## src/rtl/fwd_source_tracker.sv

```systemverilog
// fwd_source_tracker
// Tracks the destination register and write-back/load flags of the
// instructions sitting in ID/EX, EX/MEM and MEM/WB so the forwarding unit
// can compare sources against them. It also raises a load-use stall when
// the instruction in ID reads the destination of a load sitting in ID/EX.
//
// Optional feature: define FWD_STALL_COUNT_EN to add o_stall_count, a
// saturating count of enabled cycles spent stalled.
module fwd_source_tracker #(
  parameter int N_BITS_REG = 5,
  parameter int N_BITS_CNT = 16
) (
  input  logic                  i_clock,
  input  logic                  i_reset,
  input  logic                  i_enable,
  input  logic                  i_flush,
  input  logic [N_BITS_REG-1:0] i_rs_ID,
  input  logic [N_BITS_REG-1:0] i_rt_ID,
  input  logic [N_BITS_REG-1:0] i_rd_ID,
  input  logic                  i_regWrite_ID,
  input  logic                  i_memRead_ID,
  output logic [N_BITS_REG-1:0] o_rd_ID_EX,
  output logic                  o_regWrite_ID_EX,
  output logic                  o_memRead_ID_EX,
  output logic [N_BITS_REG-1:0] o_rd_EX_MEM,
  output logic                  o_regWrite_EX_MEM,
  output logic                  o_memRead_EX_MEM,
  output logic [N_BITS_REG-1:0] o_rd_MEM_WB,
  output logic                  o_regWrite_MEM_WB,
`ifdef FWD_STALL_COUNT_EN
  output logic [N_BITS_CNT-1:0] o_stall_count,
`endif
  output logic                  o_stall
);

  // Reject degenerate widths at elaboration time.
  if (N_BITS_REG < 1 || N_BITS_CNT < 1) begin : g_bad_width
    $error("fwd_source_tracker: widths must be at least 1");
  end

  // Stage registers: {rd, regWrite, memRead}; MEM/WB carries no load flag.
  logic [N_BITS_REG-1:0] rd_id_ex_q, rd_ex_mem_q, rd_mem_wb_q;
  logic                  rw_id_ex_q, rw_ex_mem_q, rw_mem_wb_q;
  logic                  mr_id_ex_q, mr_ex_mem_q;

  // Next value for ID/EX (the only stage that can take a bubble).
  logic [N_BITS_REG-1:0] rd_id_ex_d;
  logic                  rw_id_ex_d;
  logic                  mr_id_ex_d;

  logic                  stall_w;

  // Load-use hazard: a load to a non-zero register in ID/EX feeds a source in ID.
  always_comb begin
    stall_w = 1'b0;
    if (mr_id_ex_q && (rd_id_ex_q != '0) &&
        ((rd_id_ex_q == i_rs_ID) || (rd_id_ex_q == i_rt_ID))) begin
      stall_w = 1'b1;
    end
  end

  // Choose what enters ID/EX: a bubble on flush or stall (a single one if
  // both), otherwise the ID instruction with regWrite masked for register 0.
  always_comb begin
    rd_id_ex_d = i_rd_ID;
    rw_id_ex_d = i_regWrite_ID && (i_rd_ID != '0);
    mr_id_ex_d = i_memRead_ID;
    if (i_flush || stall_w) begin
      rd_id_ex_d = '0;
      rw_id_ex_d = 1'b0;
      mr_id_ex_d = 1'b0;
    end
  end

  // Advance the three stages on enabled edges; reset overrides everything.
  always_ff @(posedge i_clock) begin
    if (i_reset) begin
      rd_id_ex_q  <= '0;
      rw_id_ex_q  <= 1'b0;
      mr_id_ex_q  <= 1'b0;
      rd_ex_mem_q <= '0;
      rw_ex_mem_q <= 1'b0;
      mr_ex_mem_q <= 1'b0;
      rd_mem_wb_q <= '0;
      rw_mem_wb_q <= 1'b0;
    end else if (i_enable) begin
      rd_mem_wb_q <= rd_ex_mem_q;
      rw_mem_wb_q <= rw_ex_mem_q;
      rd_ex_mem_q <= rd_id_ex_q;
      rw_ex_mem_q <= rw_id_ex_q;
      mr_ex_mem_q <= mr_id_ex_q;
      rd_id_ex_q  <= rd_id_ex_d;
      rw_id_ex_q  <= rw_id_ex_d;
      mr_id_ex_q  <= mr_id_ex_d;
    end
  end

`ifdef FWD_STALL_COUNT_EN
  logic [N_BITS_CNT-1:0] stall_cnt_q;
  logic [N_BITS_CNT-1:0] stall_cnt_d;

  // Count stalled enabled cycles, sticking at all-ones.
  always_comb begin
    stall_cnt_d = stall_cnt_q;
    if (i_enable && stall_w && (stall_cnt_q != '1)) begin
      stall_cnt_d = stall_cnt_q + 1'b1;
    end
  end

  // Stall counter register.
  always_ff @(posedge i_clock) begin
    if (i_reset) begin
      stall_cnt_q <= '0;
    end else begin
      stall_cnt_q <= stall_cnt_d;
    end
  end

  assign o_stall_count = stall_cnt_q;
`endif

  assign o_rd_ID_EX        = rd_id_ex_q;
  assign o_regWrite_ID_EX  = rw_id_ex_q;
  assign o_memRead_ID_EX   = mr_id_ex_q;
  assign o_rd_EX_MEM       = rd_ex_mem_q;
  assign o_regWrite_EX_MEM = rw_ex_mem_q;
  assign o_memRead_EX_MEM  = mr_ex_mem_q;
  assign o_rd_MEM_WB       = rd_mem_wb_q;
  assign o_regWrite_MEM_WB = rw_mem_wb_q;
  assign o_stall           = stall_w;

endmodule

```

## config.mk

```make
export PLATFORM = sky130hd
export DESIGN_NAME = fwd_source_tracker
export DESIGN_NICKNAME = d
export VERILOG_FILES = /design/src/rtl/fwd_source_tracker.sv
export SDC_FILE = /design/constraint.sdc
export NUM_CORES = 1
export LEC_CHECK = 0
export CAP_MARGIN = 20
export CORE_MARGIN = 2
export CORE_UTILIZATION = 44
export CTS_CLUSTER_DIAMETER = 60
export DETAILED_ROUTE_END_ITERATION = 8
export PLACE_DENSITY = 0.79
export RECOVER_POWER = 25
export REMOVE_ABC_BUFFERS = 1
export SLEW_MARGIN = 5
export SYNTH_ARGS = -nofsm -noshare
export SYNTH_HDL_FRONTEND = slang
export SYNTH_SLANG_ARGS = --single-unit
export TNS_END_PERCENT = 1
```

## constraint.sdc

```tcl
create_clock -name i_clock -period 3.2 [get_ports i_clock]
set_input_delay 0.96 -clock i_clock [delete_from_list [all_inputs] [get_ports i_clock]]
set_output_delay 0.96 -clock i_clock [all_outputs]
set_load 0.05 [all_outputs]
```

# Word level (Yosys, flattened, before mapping)
# Cells that the tools add are included.
# word_totals
mem_count	0
reg_bits	20
latch_bits	0
ram_bits	0
inputBits	21
elab_cells	21
out_inout_bits	21
mem_bits_ro	0
# classes
magnitude_cmp	0
eq_ne	2
n_bitwise	0
n_addsub	0
n_mul	0
n_div	0
shifts	0
n_mux	4
reduce_logical	7
# op_table
cell	n
$eq 5x5->1	2
$reduce_bool 5->1	2
$mux 5	1
$logic_and 1x1->1	3
$mux 1	3
$logic_or 1x1->1	2

# Depth between registers and ports, before layout
# Gate-level depths: netlist (run 1).
# depth
word_depth	6
ltp_mapped	5
depth_no_buf	4

# Worst setup path before layout (run 1)
# Ideal clock, no wire load.
# synth_timing
kind	in2out
from	input port i_rt_ID[4]
to	output port o_stall
t_required_ps	2240
cell_stages	4
arrival_time_ps	2223
setup_slack_ps	17
path_buffers	0
path_cell_list	xnor2_1 > nand3_1 > o22ai_2 > nor2b_1
# synth_via
elab_chain_len	4
# synth_rtl
item	line	rtl
start: declaration	18	input logic [N_BITS_REG-1:0] i_rt_ID,
$eq 5x5->1	57	((rd_id_ex_q == i_rs_ID) || (rd_id_ex_q == i_rt_ID))) begin
$logic_or 1x1->1	57	
$logic_and 1x1->1	56	if (mr_id_ex_q && (rd_id_ex_q != '0) &&
$mux 1	56	
end: declaration	33	output logic o_stall
# No other way between the ends.

# Worst setup path in the final report (run 1)
# layout_timing
from	input port i_rt_ID[0]
to	output port o_stall
# Same word-level chain as after synthesis.

==> results of run 1 <==
## worst min-delay path, stage by stage (launching register included)
cell                      delay, ns
sky130_fd_sc_hd__dfxtp_1       0.34
sky130_fd_sc_hd__mux2i_1       0.06
sky130_fd_sc_hd__nor2_1        0.08
## worst paths after layout
path | start | to | slack (ns)
worst max-delay path | i_rt_ID[0] | o_stall | 0.09
worst min-delay path | o_rd_MEM_WB[4]$_SDFFE_PP0P_ | o_rd_MEM_WB[4]$_SDFFE_PP0P_ | 0.51
worst max register to register | o_rd_ID_EX[4]$_SDFFE_PP0P_ | o_regWrite_ID_EX$_SDFFE_PP0P_ | 1.64
worst min register to register | o_rd_MEM_WB[4]$_SDFFE_PP0P_ | o_rd_MEM_WB[4]$_SDFFE_PP0P_ | 0.51
## registers in the layout (all words and copies together), names as in the netlist
name	count
o_regWrite_EX_MEM	1
o_memRead_ID_EX	1
o_rd_MEM_WB	5
o_rd_EX_MEM	5
o_memRead_EX_MEM	1
o_regWrite_MEM_WB	1
o_regWrite_ID_EX	1
o_rd_ID_EX	5
## synth_stat cells
cell type	instances	area, µm²
sky130_fd_sc_hd__dfxtp_1	20	400
sky130_fd_sc_hd__nor2_1	14	52.6
sky130_fd_sc_hd__mux2i_1	13	130
sky130_fd_sc_hd__xnor2_1	10	87.6
sky130_fd_sc_hd__o21ai_1	7	35.0
sky130_fd_sc_hd__a22oi_1	6	45.0
sky130_fd_sc_hd__nand3b_1	6	45.0
sky130_fd_sc_hd__nor3b_1	6	45.0
sky130_fd_sc_hd__clkbuf_1	4	15.0
sky130_fd_sc_hd__nand2_1	3	11.3
sky130_fd_sc_hd__nand3_1	2	10.0
sky130_fd_sc_hd__nor2b_1	2	12.5
sky130_fd_sc_hd__a32oi_1	1	8.76
sky130_fd_sc_hd__buf_2	1	5.00
sky130_fd_sc_hd__nand2b_1	1	6.26
sky130_fd_sc_hd__nor2_2	1	6.26
sky130_fd_sc_hd__o21a_1	1	7.51
sky130_fd_sc_hd__o21ai_4	1	16.3
sky130_fd_sc_hd__o22ai_2	1	12.5
sky130_fd_sc_hd__or4_1	1	7.51
sky130_fd_sc_hd__or4_4	1	11.3
## routing by layer
metal | GRT usage | part of all wire | wire, µm | vias to the layer above
li1 | - | - | - | 448
met1 | 0.239 | 0.43 | 1040 | 421
met2 | 0.331 | 0.48 | 1150 | 47
met3 | 0.0351 | 0.082 | 196 | 2
met4 | 0.0405 | 0.0054 | 13 | 0
met5 | 0 | 0 | 0 | -
## where the power goes
part | leakage (nW) | switching [mW] | internal [mW] | total, mW
combinational | 0.361 | 0.0851 | 0.0738 | 0.159
clock | 0.0210 | 0.0760 | 0.0693 | 0.145
sequential | 0.163 | 0.0161 | 0.261 | 0.277
total | 0.545 | 0.177 | 0.404 | 0.581
## cell families (layout without fill, tap and decap cells)
family                    count (synthesis)  after routing  synth area share
AOI/OAI and AO/OA                        17             17             0.129
xor gates and xnor gates                 10             10            0.0902
buffers and inverters                     5             48            0.0206
DFF                                      20             20             0.412
muxes                                    13             13             0.134
and+or+nand+nor                          37             37             0.214
## area by class of cell
| class | instances | share of cell area |
|---|---|---|
| Tap cell | 28 | 0.0238 |
| Clock buffer | 4 | 0.0246 |
| Timing Repair Buffer | 44 | 0.301 |
| Sequential cell | 20 | 0.272 |
| Multi-Input combinational cell | 77 | 0.379 |
## repair_timing
item                       4_1_cts  5_1_grt
buffers inserted                 0        0
pin swaps                        0        3
setup endpoints to repair        1        1
gates resized for setup          1        3
hold buffers                     0        0
==> results.cfg, run 1 <==
[timing]
final.period_utilization = 0.972
rsz0062_at_grt = no
slew-limit-headroom = 0.556
timing.final.crit_period_ns = 3.11
timing.final.max_slew_violations = 0
max_clock_freq_mhz = 321
timing_worst_slew_pin_value_ns = 0.664
timing.setup.tns_ns = 0
final_count_of_negative_setup_slack_endpoints = 0
hold_violations = 0
hold_slack_ns = 0.509
fin_worst_skew_ns = 0.00738
final_critical_path_setup_slack_ns = 0.0890

[critical_path]
cpPeakStageDelay_ns = 0.47
crit_chain = clkdlybuf4s50_1, xnor2_1, nand3_1, o22ai_2, nor2b_4, buf_12
critPathBufInv = 2
crit_path_dat_ns = 2.15
cp_capture_type = output pin
worstSetupStartpointType = input port
critical-path-slowest-cell = sky130_fd_sc_hd__clkdlybuf4s50_1
worst-endpoint-required_ns = 2.24
setup.worst_path.class = in -> out
rr_worst_depth = 4
crit_path_max_fanout = 2
critical_path.top_delay_family = buffers and inverters
cell_count_along_the_critical_path = 6

[hold_path]
hold_path.class = reg -> reg
worstHoldPathCells = 2

[cells_and_area]
design_area_um2 = 1470
area.sequential_um2 = 400
layout.cells.most_common = sky130_fd_sc_hd__clkdlybuf4s50_1
layout-drive-gt1-share = 0.0828
areaGrowthSynthToFinish_pct = 51.8
multi_input_area_um2 = 558
final_cell_count_no_fill = 173
fin_util = 0.686
final_nets = 167
n_fill_cell = 185
mostFrequentLayoutCells = 37 x sky130_fd_sc_hd__clkdlybuf4s50_1, 20 x sky130_fd_sc_hd__dfxtp_1, 14 x sky130_fd_sc_hd__nor2_1, 13 x sky130_fd_sc_hd__mux2i_1, 10 x sky130_fd_sc_hd__xnor2_1
antennaDiodeCount = 0

[placed_design]
dp.final_hpwl_um = 1750
io_buffers = 41
detailedPlace.worstSlack_ns = -0.0323
placed_area_um2 = 1430
gp_routability_congestion = 0.774
dpl.cell_count = 169

[drt]
detail-route-antenna-nets = 0
routed_wl_um = 2390
average_wire_per_standard_cell_um = 13.8
drt-initial-drc-count = 21
post-route-drc-count = 0
vias = 918
drt-pass1-iter-count = 4
drt-vias-per-instance = 5.31

[floorplan]
ioPinCount = 42
initial_utilization = 0.452
design.core.area_um2 = 2150
std_cell_rows = 17
die_extent_in_y_um = 51.0
floorplan.die.width_um = 51.0
die-area_um2 = 2600

[flow_run]
max-cap-violations = 0

[clocking]
number_of_buffers_on_the_longest_clock_path = 2
cts_made_buffers = 3
root_buffer_selected_by_cts = sky130_fd_sc_hd__clkbuf_4
clk_transition_reported_paths_ns = 0.12
cts_tree = built
numClockSinks = 20
worstSkewPairLatency_ns = 0.30
cts.htree.levels = 1

[global_route]
gr-total-overflow = 0
first_global_vias = 851
antenna_found_initial = 0
grt_pass1_wl_um = 3900
largest_net_degree_at_the_start_of_global_routing = 22
grt.total_usage = 0.189

[power]
max-vdd-ir-drop_mv = 0.285
power_per_cell_area_nw_per_um2 = 394
total_power_uw = 581
p_leak_nw = 0.545

[yosys]
synthesis.yosys.warnings = 0
synth.ff_latch_count = 20
synthCells = 102
netlist_area_um2 = 971
syn_area_per_cell_um2 = 9.52
distinct_cells_synth = 21
synth.yosys.seq_area_share = 0.412

[status]
run_status = completed
Power figures use the tool's default switching activity.
==> inputs of run 2 (changes only) <==
- SLEW_MARGIN: 5 -> default
==> results of run 2 <==
No change in the layout: final DEF, timing and power equal those of run 1.
==> inputs of run 3 (changes only) <==
- CTS_CLUSTER_DIAMETER: 60 -> default
==> results of run 3 <==
No change in the layout: final DEF, timing and power equal those of run 1.
